===== config.mk =====
export PLATFORM = sky130hd
export DESIGN_NAME = uart_tx
export DESIGN_NICKNAME = d
export VERILOG_FILES = /design/src/rtl/uart_pkg.sv /design/src/rtl/uart_tx_bit_timer.sv /design/src/rtl/uart_tx.sv
export SDC_FILE = /design/constraint.sdc
export NUM_CORES = 1
export LEC_CHECK = 0
export ABC_AREA = 1
export CAP_MARGIN = 20
export CELL_PAD_IN_SITES_DETAIL_PLACEMENT = 0
export CELL_PAD_IN_SITES_GLOBAL_PLACEMENT = 1
export CORE_UTILIZATION = 38
export DETAILED_ROUTE_END_ITERATION = 12
export MAX_ROUTING_LAYER = met4
export PLACE_DENSITY = 0.83
export SETUP_SLACK_MARGIN = 0.02
export SYNTH_ARGS = -nofsm -noshare
export SYNTH_HDL_FRONTEND = slang
export SYNTH_SLANG_ARGS = --single-unit

===== constraint.sdc =====
create_clock -name clk -period 2.4 [get_ports clk]
set_input_delay 0.6 -clock clk [delete_from_list [all_inputs] [get_ports clk]]
set_output_delay 0.6 -clock clk [all_outputs]
set_load 0.02 [all_outputs]

===== src/rtl/uart_pkg.sv =====
// Shared UART definitions: transmitter FSM states, parity encodings, default widths
// and frame-length constants also used by the matching receiver.
package uart_pkg;

  localparam int DATA_W_DEF  = 8;
  localparam int PRESC_W_DEF = 5;

  localparam logic PAR_EVEN = 1'b0;
  localparam logic PAR_ODD  = 1'b1;

  localparam int START_BITS        = 1;
  localparam int STOP_BITS         = 1;
  localparam int FRAME_BITS_NO_PAR = START_BITS + DATA_W_DEF + STOP_BITS;
  localparam int FRAME_BITS_PAR    = FRAME_BITS_NO_PAR + 1;

  typedef enum logic [2:0] {
    IDLE,
    START,
    DATA,
    PARITY,
    STOP
  } tx_state_t;

  // Clocks occupied by one complete frame on the line.
  function automatic int frame_cycles(input logic par_en, input int prescale);
    return (par_en ? FRAME_BITS_PAR : FRAME_BITS_NO_PAR) * (prescale + 1);
  endfunction

endpackage


===== src/rtl/uart_tx_bit_timer.sv =====
// Per-bit prescale counter: counts 0..presc while enabled and pulses bit_done on the
// last clock of each bit, then restarts from zero.
module uart_tx_bit_timer
  import uart_pkg::*;
#(
  parameter int PRESC_W = PRESC_W_DEF
) (
  input  logic               clk,
  input  logic               rst,
  input  logic               en,
  input  logic [PRESC_W-1:0] presc,
  output logic               bit_done
);

  logic [PRESC_W-1:0] cnt;

  assign bit_done = en && (cnt == presc);

  always_ff @(posedge clk) begin
    if (!rst) begin
      cnt <= '0;
    end else if (!en || bit_done) begin
      cnt <= '0;
    end else begin
      cnt <= cnt + 1'b1;
    end
  end

endmodule


===== src/rtl/uart_tx.sv =====
// UART transmitter: start / DATA_W data bits LSB first / optional parity / stop.
// Define UART_TX_BUF_EN to add a one-entry holding register for back-to-back frames.
module uart_tx
  import uart_pkg::*;
#(
  parameter int DATA_W  = DATA_W_DEF,
  parameter int PRESC_W = PRESC_W_DEF
) (
  input  logic               clk,
  input  logic               rst,
  input  logic [DATA_W-1:0]  p_data,
  input  logic               data_valid,
  input  logic               par_en,
  input  logic               par_typ,
  input  logic [PRESC_W-1:0] prescale,
  output logic               tx_out,
  output logic               busy,
  output logic               ready
);

  localparam int IDX_W = (DATA_W > 1) ? $clog2(DATA_W) : 1;
  localparam logic [IDX_W-1:0] LAST_IDX = IDX_W'(DATA_W - 1);

  function automatic logic parity_of(input logic [DATA_W-1:0] d, input logic typ);
    return (typ == PAR_ODD) ? ~^d : ^d;
  endfunction

  tx_state_t          state;
  tx_state_t          state_nxt;
  logic [IDX_W-1:0]   bit_idx;
  logic [IDX_W-1:0]   idx_nxt;
  logic               tx_nxt;
  logic               bit_done;
  logic               accept;
  logic               frame_go;
  logic               hold_go;

  logic [DATA_W-1:0]  data_r;
  logic               par_en_r;
  logic [PRESC_W-1:0] presc_r;
  logic               par_bit_r;

  assign busy   = (state != IDLE);
  assign accept = data_valid && ready;

  uart_tx_bit_timer #(
    .PRESC_W (PRESC_W)
  ) u_bit_timer (
    .clk      (clk),
    .rst      (rst),
    .en       (busy),
    .presc    (presc_r),
    .bit_done (bit_done)
  );

  always_ff @(posedge clk) begin
    if (!rst) begin
      state   <= IDLE;
      bit_idx <= '0;
      tx_out  <= 1'b1;
    end else begin
      state   <= state_nxt;
      bit_idx <= idx_nxt;
      tx_out  <= tx_nxt;
    end
  end

  // tx_out is registered from the next state so the line always matches the state register.
  always_comb begin
    state_nxt = state;
    idx_nxt   = bit_idx;
    frame_go  = 1'b0;
    tx_nxt    = 1'b1;

    case (state)
      IDLE: begin
        if (accept || hold_go) begin
          frame_go  = 1'b1;
          state_nxt = START;
        end
      end
      START: begin
        if (bit_done) begin
          state_nxt = DATA;
        end
      end
      DATA: begin
        if (bit_done) begin
          if (bit_idx == LAST_IDX) begin
            idx_nxt   = '0;
            state_nxt = par_en_r ? PARITY : STOP;
          end else begin
            idx_nxt = bit_idx + 1'b1;
          end
        end
      end
      PARITY: begin
        if (bit_done) begin
          state_nxt = STOP;
        end
      end
      STOP: begin
        if (bit_done) begin
          if (hold_go) begin
            frame_go  = 1'b1;
            state_nxt = START;
          end else begin
            state_nxt = IDLE;
          end
        end
      end
      default: begin
        state_nxt = IDLE;
        idx_nxt   = '0;
      end
    endcase

    case (state_nxt)
      START:   tx_nxt = 1'b0;
      DATA:    tx_nxt = data_r[idx_nxt];
      PARITY:  tx_nxt = par_bit_r;
      default: tx_nxt = 1'b1;
    endcase
  end

`ifdef UART_TX_BUF_EN
  logic               hold_full;
  logic [DATA_W-1:0]  hold_data;
  logic               hold_par_en;
  logic               hold_par_typ;
  logic [PRESC_W-1:0] hold_presc;

  assign ready   = ~hold_full;
  assign hold_go = hold_full;

  always_ff @(posedge clk) begin
    if (!rst) begin
      hold_full <= 1'b0;
    end else if (frame_go && hold_full) begin
      hold_full <= 1'b0;
    end else if (accept && busy) begin
      hold_full <= 1'b1;
    end
  end

  // A byte accepted mid-frame is parked with its own line settings.
  always_ff @(posedge clk) begin
    if (accept && busy) begin
      hold_data    <= p_data;
      hold_par_en  <= par_en;
      hold_par_typ <= par_typ;
      hold_presc   <= prescale;
    end
  end

  always_ff @(posedge clk) begin
    if (frame_go) begin
      if (hold_full) begin
        data_r    <= hold_data;
        par_en_r  <= hold_par_en;
        presc_r   <= hold_presc;
        par_bit_r <= parity_of(hold_data, hold_par_typ);
      end else begin
        data_r    <= p_data;
        par_en_r  <= par_en;
        presc_r   <= prescale;
        par_bit_r <= parity_of(p_data, par_typ);
      end
    end
  end
`else
  assign ready   = ~busy;
  assign hold_go = 1'b0;

  always_ff @(posedge clk) begin
    if (frame_go) begin
      data_r    <= p_data;
      par_en_r  <= par_en;
      presc_r   <= prescale;
      par_bit_r <= parity_of(p_data, par_typ);
    end
  end
`endif

endmodule


**Yosys cells after proc, flatten, opt, wreduce, memory -nomap -nowiden**

Index checks and enable logic that the tools add are counted.

- Output and inout bits: 3
- Register bits after elaboration: 27
- Logic and storage cells: 49

- Equality and inequality tests: 9
- $lt $le $gt $ge: 1
- Add/subtract/negate cells: 2
- Reductions and logical operators: 10
- Bitwise gates (word level): 2
- Multiplexer cells: 17

Operators by type and width:

| kind | count |
|---|---|
| $mux 3 | 9 |
| $pmux 3 s5 | 1 |
| $eq 3x2->1 const B | 4 |
| $reduce_xnor 8->1 | 1 |
| $reduce_xor 8->1 | 1 |
| $eq 3x1->1 const B | 2 |
| $eq 3x3->1 const B | 2 |
| $pmux 3 s2 | 1 |
| $add 5x1->5 const B | 1 |
| $eq 5x5->1 | 1 |
| $lt 3x4->1 const B | 1 |
| $mux 1 | 4 |
| $reduce_or 4->1 | 1 |
| $add 3x1->3 const B | 1 |
| $bmux 1 s3 | 1 |
| $logic_not 3->1 | 1 |
| $pmux 1 s3 | 1 |
| $reduce_bool 3->1 | 1 |
| $logic_and 1x1->1 | 2 |
| $not 1->1 | 2 |
| $reduce_or 2->1 | 1 |
| $logic_not 1->1 | 1 |
| $logic_or 1x1->1 | 1 |

**Depth between registers and ports, before layout**

Gate-level depths: netlist (run 1).

- Word-level depth: 7
- Mapped depth: 14
- Depth with buffers taken out: 14

**Hierarchy**

From an unflattened synthesis (run 1), not the netlist that was laid out.

- Cell total of the unflattened synthesis: 165
- Area, all modules: 1430.1 um^2

Modules (own cells, without submodules):

| module | cells an instance | area an instance (um^2) | instances |
|---|---|---|---|
| uart_tx | 120 | 1132.3 | 1 |
| uart_tx_bit_timer | 45 | 297.8 | 1 |

**Worst setup path after synthesis (run 1)**

No wires, ideal clock.

- Path type: register to register
- From: register state[0]
- To: register tx_out
- Slack: 456 ps
- Setup time: 113 ps
- Period minus slack after synthesis: 1944 ps
- Cell stages (with the launch flop): 11
- Arrival time: 1831 ps
- Buffers on the path: 0
- Cells stage by stage: dfxtp_1 nor2_2 nand2_2 nor2_1 a21oi_1 nand2_1 nand2_1 inv_1 o21ai_1 inv_1 nand2_1

- Longest elaborated chain between the ends: 7
- Elaborated cells on any way between the ends: 25

Ends and longest elaborated chain:

| element | line | source |
|---|---|---|
| start, declared | uart_tx.sv:28 | `tx_state_t state;` |
| start signal, assigned | uart_tx.sv:62 | `state <= state_nxt;` |
| $reduce_bool 3->1 * | uart_tx.sv:43 | `assign busy = (state != IDLE);` |
| via busy | uart_tx.sv:17 | `output logic busy,` |
| $logic_and 1x1->1 or $not 1->1 (tied branches) | uart_tx_bit_timer.sv:17, uart_tx.sv:172 |  |
| $mux 3 or $logic_and 1x1->1 (tied branches) | uart_tx.sv:88, uart_tx.sv:44 |  |
| $pmux 3 s2 or $mux 3 (tied branches) | uart_tx.sv:75, uart_tx.sv:77 |  |
| $bmux 1 s3 or $pmux 3 s5 (tied branches) | uart_tx.sv:120, uart_tx.sv:75 |  |
| $mux 1 (not written as such), or another cell as far along | uart_tx.sv:120 | `DATA: tx_nxt = data_r[idx_nxt];` |
| $pmux 1 s3 * | uart_tx.sv:118 | `case (state_nxt)` |
| end signal, assigned | uart_tx.sv:64 | `tx_out <= tx_nxt;` |
| end, declared | uart_tx.sv:16 | `output logic tx_out,` |

Mark *: on every way through the listed nets, which the timed path passes. The rest lies on a longest branch. The select of a mux whose other input is x is not followed.
A chain may end at the register's enable or synchronous reset.

**Final worst setup path (run 1)**

- From: register state[0]
- To: output ready

- Longest elaborated chain between the ends: 2

Ends and longest elaborated chain:

| element | line | source |
|---|---|---|
| $reduce_bool 3->1 | uart_tx.sv:43 |  |
| $not 1->1 | uart_tx.sv:172 | `assign ready = ~busy;` |
| end, declared | uart_tx.sv:18 | `output logic ready` |

Every way passes these cells.

==> flow_summary.rst, run 1 <==
.. list-table::
   :header-rows: 1

   * - Metric
     - Value
   * - Run status
     - finished, final reports clean
   * - Slowest stage delay, CP
     - 0.59 ns
   * - DR DRC count
     - 0
   * - I/O pin count
     - 21
   * - RSZ-0062 raised after global routing
     - no
   * - Die Span Y
     - 63.0 um
   * - Clock transition at the registers of the reported paths
     - 0.09 ns
   * - Slowest stage cell on the critical path
     - sky130_fd_sc_hd__clkdlybuf4s50_1
   * - Total number of H-tree levels
     - 1
   * - Area share of xor/xnor cells in the synthesized design
     - 0.103
   * - Final wirelength
     - 2390 um
   * - Cell breakdown of the critical path
     - nor2_2, nand2_2, inv_1, clkdlybuf4s50_1
   * - Antenna Nets Post-Route
     - 0
   * - Number of optimization iterations in the first detailed-route pass
     - 4
   * - Number of buffers inserted by post-CTS setup repair
     - 0
   * - Synthesized instance count
     - 147
   * - Max capacitance violation total
     - 0
   * - Adder-cell share of the synthesized area
     - 0.0265
   * - Floorplan die area
     - 3970 um2
   * - Wire length of the first global-routing pass
     - 4260 um
   * - Clock Power Share
     - 0.276
   * - Crit path max fanout
     - 7
   * - Worst-case register-to-register setup slack
     - 0.69 ns
   * - CTS tree
     - built
   * - Starting utilization of the core area
     - 0.411
   * - Min-Delay Path Class
     - reg2reg
   * - Final Skew
     - 0.00218 ns
   * - Share of the synthesized area in the top cell type
     - 0.318
   * - Sequential power share
     - 0.572
   * - Fmax
     - 448 MHz
   * - Cell Pwr Density
     - 537 nW/um2
   * - Total power
     - 931 uW
   * - Worst-case clock buffer depth
     - 2
   * - Num rows
     - 21
   * - Post-synth top area cell
     - sky130_fd_sc_hd__edfxtp_1
   * - Number of max-slew violations in the final report
     - 0
   * - Proportion of layout cells with a drive suffix above 1
     - 0.133
   * - Leakage power
     - 0.000695 uW
   * - Hold-fix buffers, CTS
     - 0
   * - Arrival time at the worst endpoint
     - 1.63 ns
   * - Fraction of the mapped netlist area in compound gates
     - 0.0451
   * - Hold violation total from the final report
     - 0
   * - Count of cells resized by post-cts repair
     - 0
   * - Maximum number of pins on one net before global-route repair
     - 16
   * - Cell count after placement
     - 215
   * - Final estimated routing congestion in global placement
     - 0.782
   * - Net load switching power
     - 227 uW
   * - Total Routing Usage GR
     - 0.142
   * - Endpoints failing setup
     - 0
   * - Internal Dissipation
     - 704 uW
   * - Final core occ
     - 0.504
   * - Switching part of the total
     - 0.244
   * - Area growth from synthesis to final layout
     - 22.5%
   * - CTS Root Cell
     - sky130_fd_sc_hd__clkbuf_8
   * - Yosys warnings
     - 0
   * - Average wire length per cell after detail routing
     - 10.9 um
   * - Vias
     - 1030
   * - Number of buffers inserted during clock tree synthesis
     - 3
   * - Largest family of logic cells by synthesized area
     - simple AND/OR/NAND/NOR gates
   * - Total global routing overflow
     - 0
   * - Cell Area, Synth
     - 1420 um2
   * - Detailed Place HPWL
     - 1890 um
   * - Worst Setup End Kind
     - output pin
   * - Number of global-route vias before repair
     - 1022
   * - Portion of the post-synthesis area used by sequential elements
     - 0.488
   * - Detailed router's first-iteration violation count
     - 56
   * - Mux cell area share after synthesis
     - 0
   * - Max-slew headroom
     - 0.726
   * - Antenna violations before repair
     - 0
   * - Antenna diodes
     - 0
   * - Die X-Extent
     - 63.0 um
   * - Worst hold slack
     - 0.495 ns
   * - Worst VDD drop
     - 0.272 mV
   * - Simple-gate portion of the synthesized area
     - 0.262
   * - Final worst path period need
     - 2.23 ns
   * - Cell family with most CP delay
     - buffers and inverters
   * - Number of standard cells in the layout, taps in and fillers out
     - 219
   * - Port Buffers
     - 20
   * - Type of origin of the critical path
     - flip-flop
   * - Core ar.
     - 3440 um2
   * - Synthesis-stage register bit count
     - 27
   * - Clock latency at the later pin of the worst-skew pair
     - 0.27 ns
   * - Crit path buf inv count
     - 2
   * - Combinational cell fraction of total power
     - 0.153
   * - Number of vias per cell after detailed routing
     - 4.70
   * - Start-to-end type of the worst setup path
     - reg2out
   * - Final net count
     - 195
   * - Cell types occupying the most area after synthesis
     - sky130_fd_sc_hd__edfxtp_1 32%, sky130_fd_sc_hd__dfxtp_1 17%, sky130_fd_sc_hd__inv_1 7.2%, sky130_fd_sc_hd__nand2_1 5.3%, sky130_fd_sc_hd__nand3_1 5.3%
   * - Measured slew at the worst slew-check pin
     - 0.410 ns
   * - Library cells used by synthesis
     - 27
   * - CP Data Required Time
     - 1.80 ns
   * - Fraction of the cycle the final worst path needs
     - 0.930
   * - Count of clock tree sinks
     - 27
   * - Mean Syn Cell Area
     - 9.63 um2
   * - Synthesized netlist net count
     - 168
   * - Sum of negative setup slack
     - 0 ns
==> synthesized netlist by cell type (all sizes together) <==
cell type / count
inv: 27
nand2: 24
nand3: 18
edfxtp: 15
nor2: 15
dfxtp: 12
xor2: 10
xnor2: 5
nand4: 4
o21ai: 4
a21oi: 3
ha: 3
nand3b: 2
nor3: 2
a31oi: 1
clkinv: 1
o211ai: 1
==> worst paths after layout <==
path	startpoint	endpoint	cells after the start
min reg2reg	u_bit_timer.cnt[0]	u_bit_timer.cnt[0]	1
min	u_bit_timer.cnt[0]	u_bit_timer.cnt[0]	1
max	state[0]	ready	4
max reg2reg	bit_idx[0]	tx_out	12
==> layout make-up <==
cell class | instances | area, um2
inverters | 28 | 106
fillers | 332 | 1710
well taps | 46 | 57.6
clock inverters | 1 | 5.00
clock buffers | 3 | 41.3
repair buffers | 22 | 215
flip-flops and latches | 27 | 691
multi-input cells | 92 | 618
==> cell usage in the layout, fill, tap and decap left out, drive strengths merged <==
| cell | synthesis | layout |
|---|---|---|
| edfxtp | 15 | 15 |
| xnor2 | 5 | 5 |
| o21ai | 4 | 4 |
| nand4 | 4 | 4 |
| clkinv | 1 | 2 |
| inv | 27 | 27 |
| nand3b | 2 | 2 |
| buf | 0 | 2 |
| nor2 | 15 | 15 |
| o211ai | 1 | 1 |
| clkbuf | 0 | 3 |
| ha | 3 | 3 |
| nor3 | 2 | 2 |
| nand3 | 18 | 18 |
| dfxtp | 12 | 12 |
| a31oi | 1 | 1 |
| xor2 | 10 | 10 |
| a21oi | 3 | 3 |
| nand2 | 24 | 24 |
| clkdlybuf4s50 | 0 | 20 |
==> per-layer routing <==
layer | part of all wire | up-vias | GRT usage
met1 | 0.44 | 476 | 0.158
met4 | 0.018 | 0 | 0.0610
met3 | 0.049 | 5 | 0.0292
met2 | 0.50 | 25 | 0.243
met5 | 0 | - | -
li1 | - | 524 | -
==> power groups by stage <==
stage / clock network (uW) / registers [uW] / logic (uW)
4_1_cts: 268 / 533 / 144
5_1_grt: 284 / 536 / 158
6_report: 257 / 532 / 142
3_5_place_dp: 0 / 544 / 144
3_3_place_gp: 0 / 542 / 140
2_1_floorplan: 0 / 542 / 80.4
==> cell families (layout without fill, tap and decap cells) <==
family | Yosys count | after routing
AO/OA/AOI/OAI | 9 | 9
XOR/XNOR | 15 | 15
adder cells (fa/ha/maj) | 3 | 3
buffers and inverters | 28 | 54
flip-flops | 27 | 27
AND/OR/NAND/NOR | 65 | 65
==> sequential cells by signal, summed over array words and instances (netlist names) <==
register         cells
par_bit_r            1
bit_idx              3
u_bit_timer.cnt      5
data_r               8
par_en_r             1
state                3
presc_r              5
tx_out               1
==> through the flow <==
step | setup WS, ns | cell area (um2)
after CTS | 0.148 | 1730
final | 0.167 | 1730
after floorplan | 0.456 | 1420
after global placement | 0.363 | 1690
after detailed placement | 0.331 | 1690
after global routing | 0.0640 | 1730
No activity file was read; power rests on OpenSTA's default activity.
==> run 2: changes to the inputs <==
--- a/config.mk
+++ b/config.mk
@@ -12,7 +12,7 @@
 export CORE_UTILIZATION = 38
 export DETAILED_ROUTE_END_ITERATION = 12
 export MAX_ROUTING_LAYER = met4
-export PLACE_DENSITY = 0.83
+export PLACE_DENSITY_LB_ADDON = 0.1
 export SETUP_SLACK_MARGIN = 0.02
 export SYNTH_ARGS = -nofsm -noshare
 export SYNTH_HDL_FRONTEND = slang
==> run 2 against run 1 <==
Effect of this change: clock power about the same; wire length decreased by 3.9%; die area unchanged; global-route usage fell by 0.24 points; sequential power hardly changed; count of clock-buffer cells in the layout grew 1; sequential cell count did not move; critical path depth stayed put; cell area is essentially flat.
==> flow_summary.rst, run 2 (synthesis gave the netlist of run 1 again) <==
.. list-table::
   :header-rows: 1

   * - Metric
     - Value
   * - Run status
     - finished, final reports clean
   * - Most flops, register
     - data_r
   * - Fmax
     - 452 MHz
   * - Area growth from synthesis to final layout
     - 22.5%
   * - Fraction of the cycle the final worst path needs
     - 0.921
   * - Arrival time at the worst endpoint
     - 1.61 ns
   * - Start-to-end type of the worst setup path
     - reg2out
   * - CTS tree
     - built
   * - Port Buffers
     - 20
   * - Registers with the highest flip-flop counts
     - data_r x8, presc_r x5, u_bit_timer.cnt x5
   * - Core ar.
     - 3440 um2
   * - Layout filler cell count
     - 325
   * - Worst Setup End Kind
     - output pin
   * - Floorplan die area
     - 3970 um2
   * - Worst VDD drop
     - 0.221 mV
   * - Number of buffers inserted during clock tree synthesis
     - 3
   * - Max reg flops
     - 8
   * - I/O pin count
     - 21
   * - Vias
     - 966
   * - Number of buffers inserted by post-CTS setup repair
     - 0
   * - Worst-case clock buffer depth
     - 2
   * - Startpoint of the worst-slack reg-to-reg timing path
     - bit_idx[0]
   * - Clock transition at the registers of the reported paths
     - 0.09 ns
   * - Min-Delay Path Class
     - reg2reg
   * - Number of global-route vias before repair
     - 971
   * - Type of origin of the critical path
     - flip-flop
   * - Hold-fix buffers, CTS
     - 0
   * - Crit path buf inv count
     - 2
   * - Number of max-slew violations in the final report
     - 0
   * - Final wirelength
     - 2290 um
   * - Maximum number of pins on one net before global-route repair
     - 15
   * - Total global routing overflow
     - 0
   * - DR DRC count
     - 0
   * - Die X-Extent
     - 63.0 um
   * - Number of vias per cell after detailed routing
     - 4.41
   * - Total Routing Usage GR
     - 0.140
   * - Wire length of the first global-routing pass
     - 4120 um
   * - Final estimated routing congestion in global placement
     - 0.788
   * - Num rows
     - 21
   * - Slowest stage delay, CP
     - 0.59 ns
   * - Worst-case register-to-register setup slack
     - 0.68 ns
   * - Cell breakdown of the critical path
     - nor2_2, nand2_2, inv_1, clkdlybuf4s50_1
   * - Final worst path period need
     - 2.21 ns
   * - Starting utilization of the core area
     - 0.411
   * - Most common cell after layout, fill and taps aside
     - sky130_fd_sc_hd__inv_1
   * - Capturing element of the worst setup path
     - ready
   * - Proportion of layout cells with a drive suffix above 1
     - 0.127
   * - Detailed router's first-iteration violation count
     - 70
   * - Crit path max fanout
     - 7
   * - Commonest non-fill, non-tap cells in the layout
     - 27 x sky130_fd_sc_hd__inv_1, 20 x sky130_fd_sc_hd__nand2_1, 20 x sky130_fd_sc_hd__clkdlybuf4s50_1
   * - Cell Pwr Density
     - 535 nW/um2
   * - Cell count after placement
     - 215
   * - Detailed Place HPWL
     - 1850 um
   * - Antenna violations before repair
     - 0
   * - Number of optimization iterations in the first detailed-route pass
     - 4
   * - Antenna diodes
     - 0
   * - Total number of H-tree levels
     - 1
   * - Max capacitance violation total
     - 0
   * - Endpoint of the worst-slack reg-to-reg timing path
     - tx_out
   * - Antenna Nets Post-Route
     - 0
   * - Die Span Y
     - 63.0 um
   * - Endpoints failing setup
     - 0
   * - Crit. Startpoint
     - state[0]
   * - CTS Root Cell
     - sky130_fd_sc_hd__clkbuf_8
   * - Final Skew
     - 0.00280 ns
   * - Clock latency at the later pin of the worst-skew pair
     - 0.27 ns
   * - Leakage power
     - 0.000692 uW
   * - CP Data Required Time
     - 1.80 ns
   * - Max-slew headroom
     - 0.739
   * - Cell family with most CP delay
     - buffers and inverters
   * - Measured slew at the worst slew-check pin
     - 0.391 ns
   * - Final net count
     - 195
   * - Sum of negative setup slack
     - 0 ns
   * - Number of standard cells in the layout, taps in and fillers out
     - 219
   * - Slowest stage cell on the critical path
     - sky130_fd_sc_hd__clkdlybuf4s50_1
   * - Hold violation total from the final report
     - 0
   * - Reg2reg path depth
     - 11
   * - Average wire length per cell after detail routing
     - 10.5 um
   * - Crit. path cell count
     - 4
   * - Count of cells resized by post-cts repair
     - 0
   * - Count of clock tree sinks
     - 27
   * - RSZ-0062 raised after global routing
     - no
==> run 2: cell types whose count changed in the layout (fill, tap and decap cells not counted), sizes merged <==
cell / change
clkbuf: +1
clkinv: -1
==> run 2: layer usage <==
metal,vias up,global-route usage,routed length (um),part of all wire
met3,5,0.0274,77,0.034
met1,415,0.169,1090,0.47
li1,526,-,-,-
met2,20,0.224,1090,0.47
met4,0,0.0610,40,0.017
met5,-,-,0,0
==> run 2: where the power goes <==
part           total [uW]  internal (uW)  switching, uW  leakage [uW]
combinational         141           68.1           72.9      0.000429
sequential            532            519           12.3      0.000241
clock                 254            119            135     0.0000228
total                 926            706            220      0.000692
==> run 2: per-stage QoR <==
stage	power, uW	area [um2]	setup slack [ns]	utilization	hold WS [ns]
floorplan	623	1420	0.456	-	0.441
global placement	684	1690	0.370	0.490	0.463
detailed placement	687	1690	0.332	0.490	0.473
CTS	940	1730	0.178	0.503	0.492
global route	985	1730	0.0832	0.503	0.519
finish	926	1730	0.189	0.503	0.486
==> run 2: worst min path at each step <==
stage,startpoint,endpoint,cells after the start
after detailed placement,u_bit_timer.cnt[0],u_bit_timer.cnt[0],1
after global routing,u_bit_timer.cnt[0],u_bit_timer.cnt[0],1
final,u_bit_timer.cnt[0],u_bit_timer.cnt[0],1
after global placement,u_bit_timer.cnt[0],u_bit_timer.cnt[0],1
after floorplan,u_bit_timer.cnt[0],u_bit_timer.cnt[0],1
after CTS,u_bit_timer.cnt[0],u_bit_timer.cnt[0],1
==> run 2: cell type report <==
| class | instances | area [um2] | share of cell area |
|---|---|---|---|
| clock buffer | 4 | 45.0 | 0.0260 |
| inverter | 28 | 106 | 0.0614 |
| multi-input combinational | 92 | 618 | 0.357 |
| sequential | 27 | 691 | 0.399 |
| tap | 46 | 57.6 | 0.0332 |
| timing repair buffer | 22 | 215 | 0.124 |
==> run 3: changes to the inputs <==
--- a/config.mk
+++ b/config.mk
@@ -11,9 +11,9 @@
 export CELL_PAD_IN_SITES_GLOBAL_PLACEMENT = 1
 export CORE_UTILIZATION = 38
 export DETAILED_ROUTE_END_ITERATION = 12
+export DONT_BUFFER_PORTS = 1
 export MAX_ROUTING_LAYER = met4
 export PLACE_DENSITY_LB_ADDON = 0.1
-export SETUP_SLACK_MARGIN = 0.02
 export SYNTH_ARGS = -nofsm -noshare
 export SYNTH_HDL_FRONTEND = slang
 export SYNTH_SLANG_ARGS = --single-unit
==> run 3 against run 2 <==
Effect of this change: wire length decreased by 4.0%; critical path depth decreased by 1; sequential cell count unchanged; die area unchanged; critical path type unchanged; largest power group unchanged.
==> flow_summary.rst, run 3 (synthesis gave the netlist of run 1 again) <==
.. list-table::
   :header-rows: 1

   * - Metric
     - Value
   * - Combinational cell fraction of total power
     - 0.108
   * - Leakage power
     - 0.000608 uW
   * - Number of optimization iterations in the first detailed-route pass
     - 4
   * - Net load switching power
     - 222 uW
   * - Number of global-route vias before repair
     - 877
   * - Number of max-slew violations in the final report
     - 0
   * - Worst-case setup margin in the final layout
     - 0.579 ns
   * - Clock latency at the later pin of the worst-skew pair
     - 0.27 ns
   * - Core ar.
     - 3440 um2
   * - Final estimated routing congestion in global placement
     - 0.729
   * - CTS tree
     - built
   * - Proportion of layout cells with a drive suffix above 1
     - 0.145
   * - Max-slew headroom
     - 0.734
   * - Min-Delay Path Class
     - in2reg
   * - Measured slew at the worst slew-check pin
     - 0.398 ns
   * - Fmax
     - 549 MHz
   * - Registers with the highest flip-flop counts
     - data_r x8, presc_r x5, u_bit_timer.cnt x5
   * - Number of standard cells in the layout, taps in and fillers out
     - 198
   * - Final net count
     - 174
   * - Run status
     - finished, final reports clean
   * - Worst-case clock buffer depth
     - 2
   * - Internal Dissipation
     - 671 uW
   * - Port Buffers
     - 0
   * - Number of vias per cell after detailed routing
     - 4.66
   * - Total number of H-tree levels
     - 1
   * - Commonest non-fill, non-tap cells in the layout
     - 27 x sky130_fd_sc_hd__inv_1, 20 x sky130_fd_sc_hd__nand2_1, 15 x sky130_fd_sc_hd__nand3_1, 15 x sky130_fd_sc_hd__edfxtp_1, 12 x sky130_fd_sc_hd__dfxtp_1
   * - Endpoints failing setup
     - 0
   * - Total global routing overflow
     - 0
   * - Final Skew
     - 0.00412 ns
   * - Most flops, register
     - data_r
   * - Worst slack at placement
     - 0.691 ns
   * - Wire length of the first global-routing pass
     - 3820 um
   * - Switching part of the total
     - 0.248
   * - Count of clock tree sinks
     - 27
   * - Area growth from synthesis to final layout
     - 8.05%
   * - Antenna Nets Post-Route
     - 0
   * - Antenna diodes
     - 0
   * - Worst Setup End Kind
     - output pin
   * - Clock Power Share
     - 0.293
   * - Cell count after placement
     - 194
   * - Vias
     - 923
   * - Detailed router's first-iteration violation count
     - 30
   * - Final wirelength
     - 2200 um
   * - Clock transition at the registers of the reported paths
     - 0.09 ns
   * - Worst VDD drop
     - 0.250 mV
   * - RSZ-0062 raised after global routing
     - no
   * - Total Routing Usage GR
     - 0.127
   * - Die Span Y
     - 63.0 um
   * - Arrival time at the worst endpoint
     - 1.22 ns
   * - Count of cells resized by post-cts repair
     - 0
   * - Crit path max fanout
     - 7
   * - Hold-fix buffers, CTS
     - 0
   * - CP Data Required Time
     - 1.80 ns
   * - Num rows
     - 21
   * - Maximum number of pins on one net before global-route repair
     - 17
   * - Average wire length per cell after detail routing
     - 11.1 um
   * - Cell Pwr Density
     - 584 nW/um2
   * - Number of buffers inserted by post-CTS setup repair
     - 0
   * - Fraction of the cycle the final worst path needs
     - 0.759
   * - Sequential power share
     - 0.598
   * - Die X-Extent
     - 63.0 um
   * - Max capacitance violation total
     - 0
   * - Final core occ
     - 0.444
   * - Floorplan die area
     - 3970 um2
   * - DR DRC count
     - 0
   * - Detailed Place HPWL
     - 1760 um
   * - Type of origin of the critical path
     - flip-flop
   * - Sum of negative setup slack
     - 0 ns
   * - Final worst path period need
     - 1.82 ns
   * - Starting utilization of the core area
     - 0.411
   * - Antenna violations before repair
     - 0
   * - Start-to-end type of the worst setup path
     - reg2out
   * - Number of buffers inserted during clock tree synthesis
     - 3
   * - Max reg flops
     - 8
   * - CTS Root Cell
     - sky130_fd_sc_hd__clkbuf_8
   * - Hold violation total from the final report
     - 0
   * - Most common cell after layout, fill and taps aside
     - sky130_fd_sc_hd__inv_1
   * - I/O pin count
     - 21
==> run 3: changes by cell type in the layout (fill, tap and decap cells not counted) <==
cell	change
sky130_fd_sc_hd__buf_4	-1
sky130_fd_sc_hd__clkbuf_1	-1
sky130_fd_sc_hd__clkdlybuf4s50_1	-20
sky130_fd_sc_hd__clkinvlp_4	+1
==> run 3: power groups by stage <==
stage               registers (uW)  clock network (uW)  logic (uW)
floorplan                      542                   0        80.4
global placement               545                   0        98.1
detailed placement             546                   0        99.0
CTS                            535                 270        99.2
global route                   537                 288         110
finish                         534                 262        96.8
==> run 3: through the flow <==
step | instance area (um2) | power [uW] | hold WS (ns)
6_report | 1530 | 893 | 0.414
5_1_grt | 1530 | 934 | 0.396
3_3_place_gp | 1480 | 643 | 0.462
4_1_cts | 1530 | 904 | 0.408
3_5_place_dp | 1480 | 645 | 0.478
2_1_floorplan | 1420 | 623 | 0.441
==> run 3: final timing paths <==
check | endpoint | start | slack (ns) | depth (start not counted)
max | ready | state[0] | 0.58 | 3
min | data_r[6] | p_data[6] | 0.41 | 0
max reg2reg | tx_out | bit_idx[0] | 0.70 | 12
min reg2reg | u_bit_timer.cnt[0] | u_bit_timer.cnt[0] | 0.49 | 1
==> run 3: cell type report <==
cell class,count,area [um2]
clock buffers,3,41.3
clock inverters,1,7.51
fillers,342,1910
inverters,28,106
multi-input cells,92,618
flip-flops and latches,27,691
well taps,46,57.6
repair buffers,1,7.51
==> run 3: metal layers <==
layer,part of all wire,track usage
met1,0.49,0.159
met2,0.46,0.203
met3,0.029,0.0201
met4,0.017,0.0523
met5,0,-
==> run 3: worst max-delay path, cell delays in order (launching register included) <==
cell,delay (ns)
sky130_fd_sc_hd__dfxtp_1,0.36
sky130_fd_sc_hd__nor2_2,0.18
sky130_fd_sc_hd__nand2_2,0.20
sky130_fd_sc_hd__inv_1,0.21
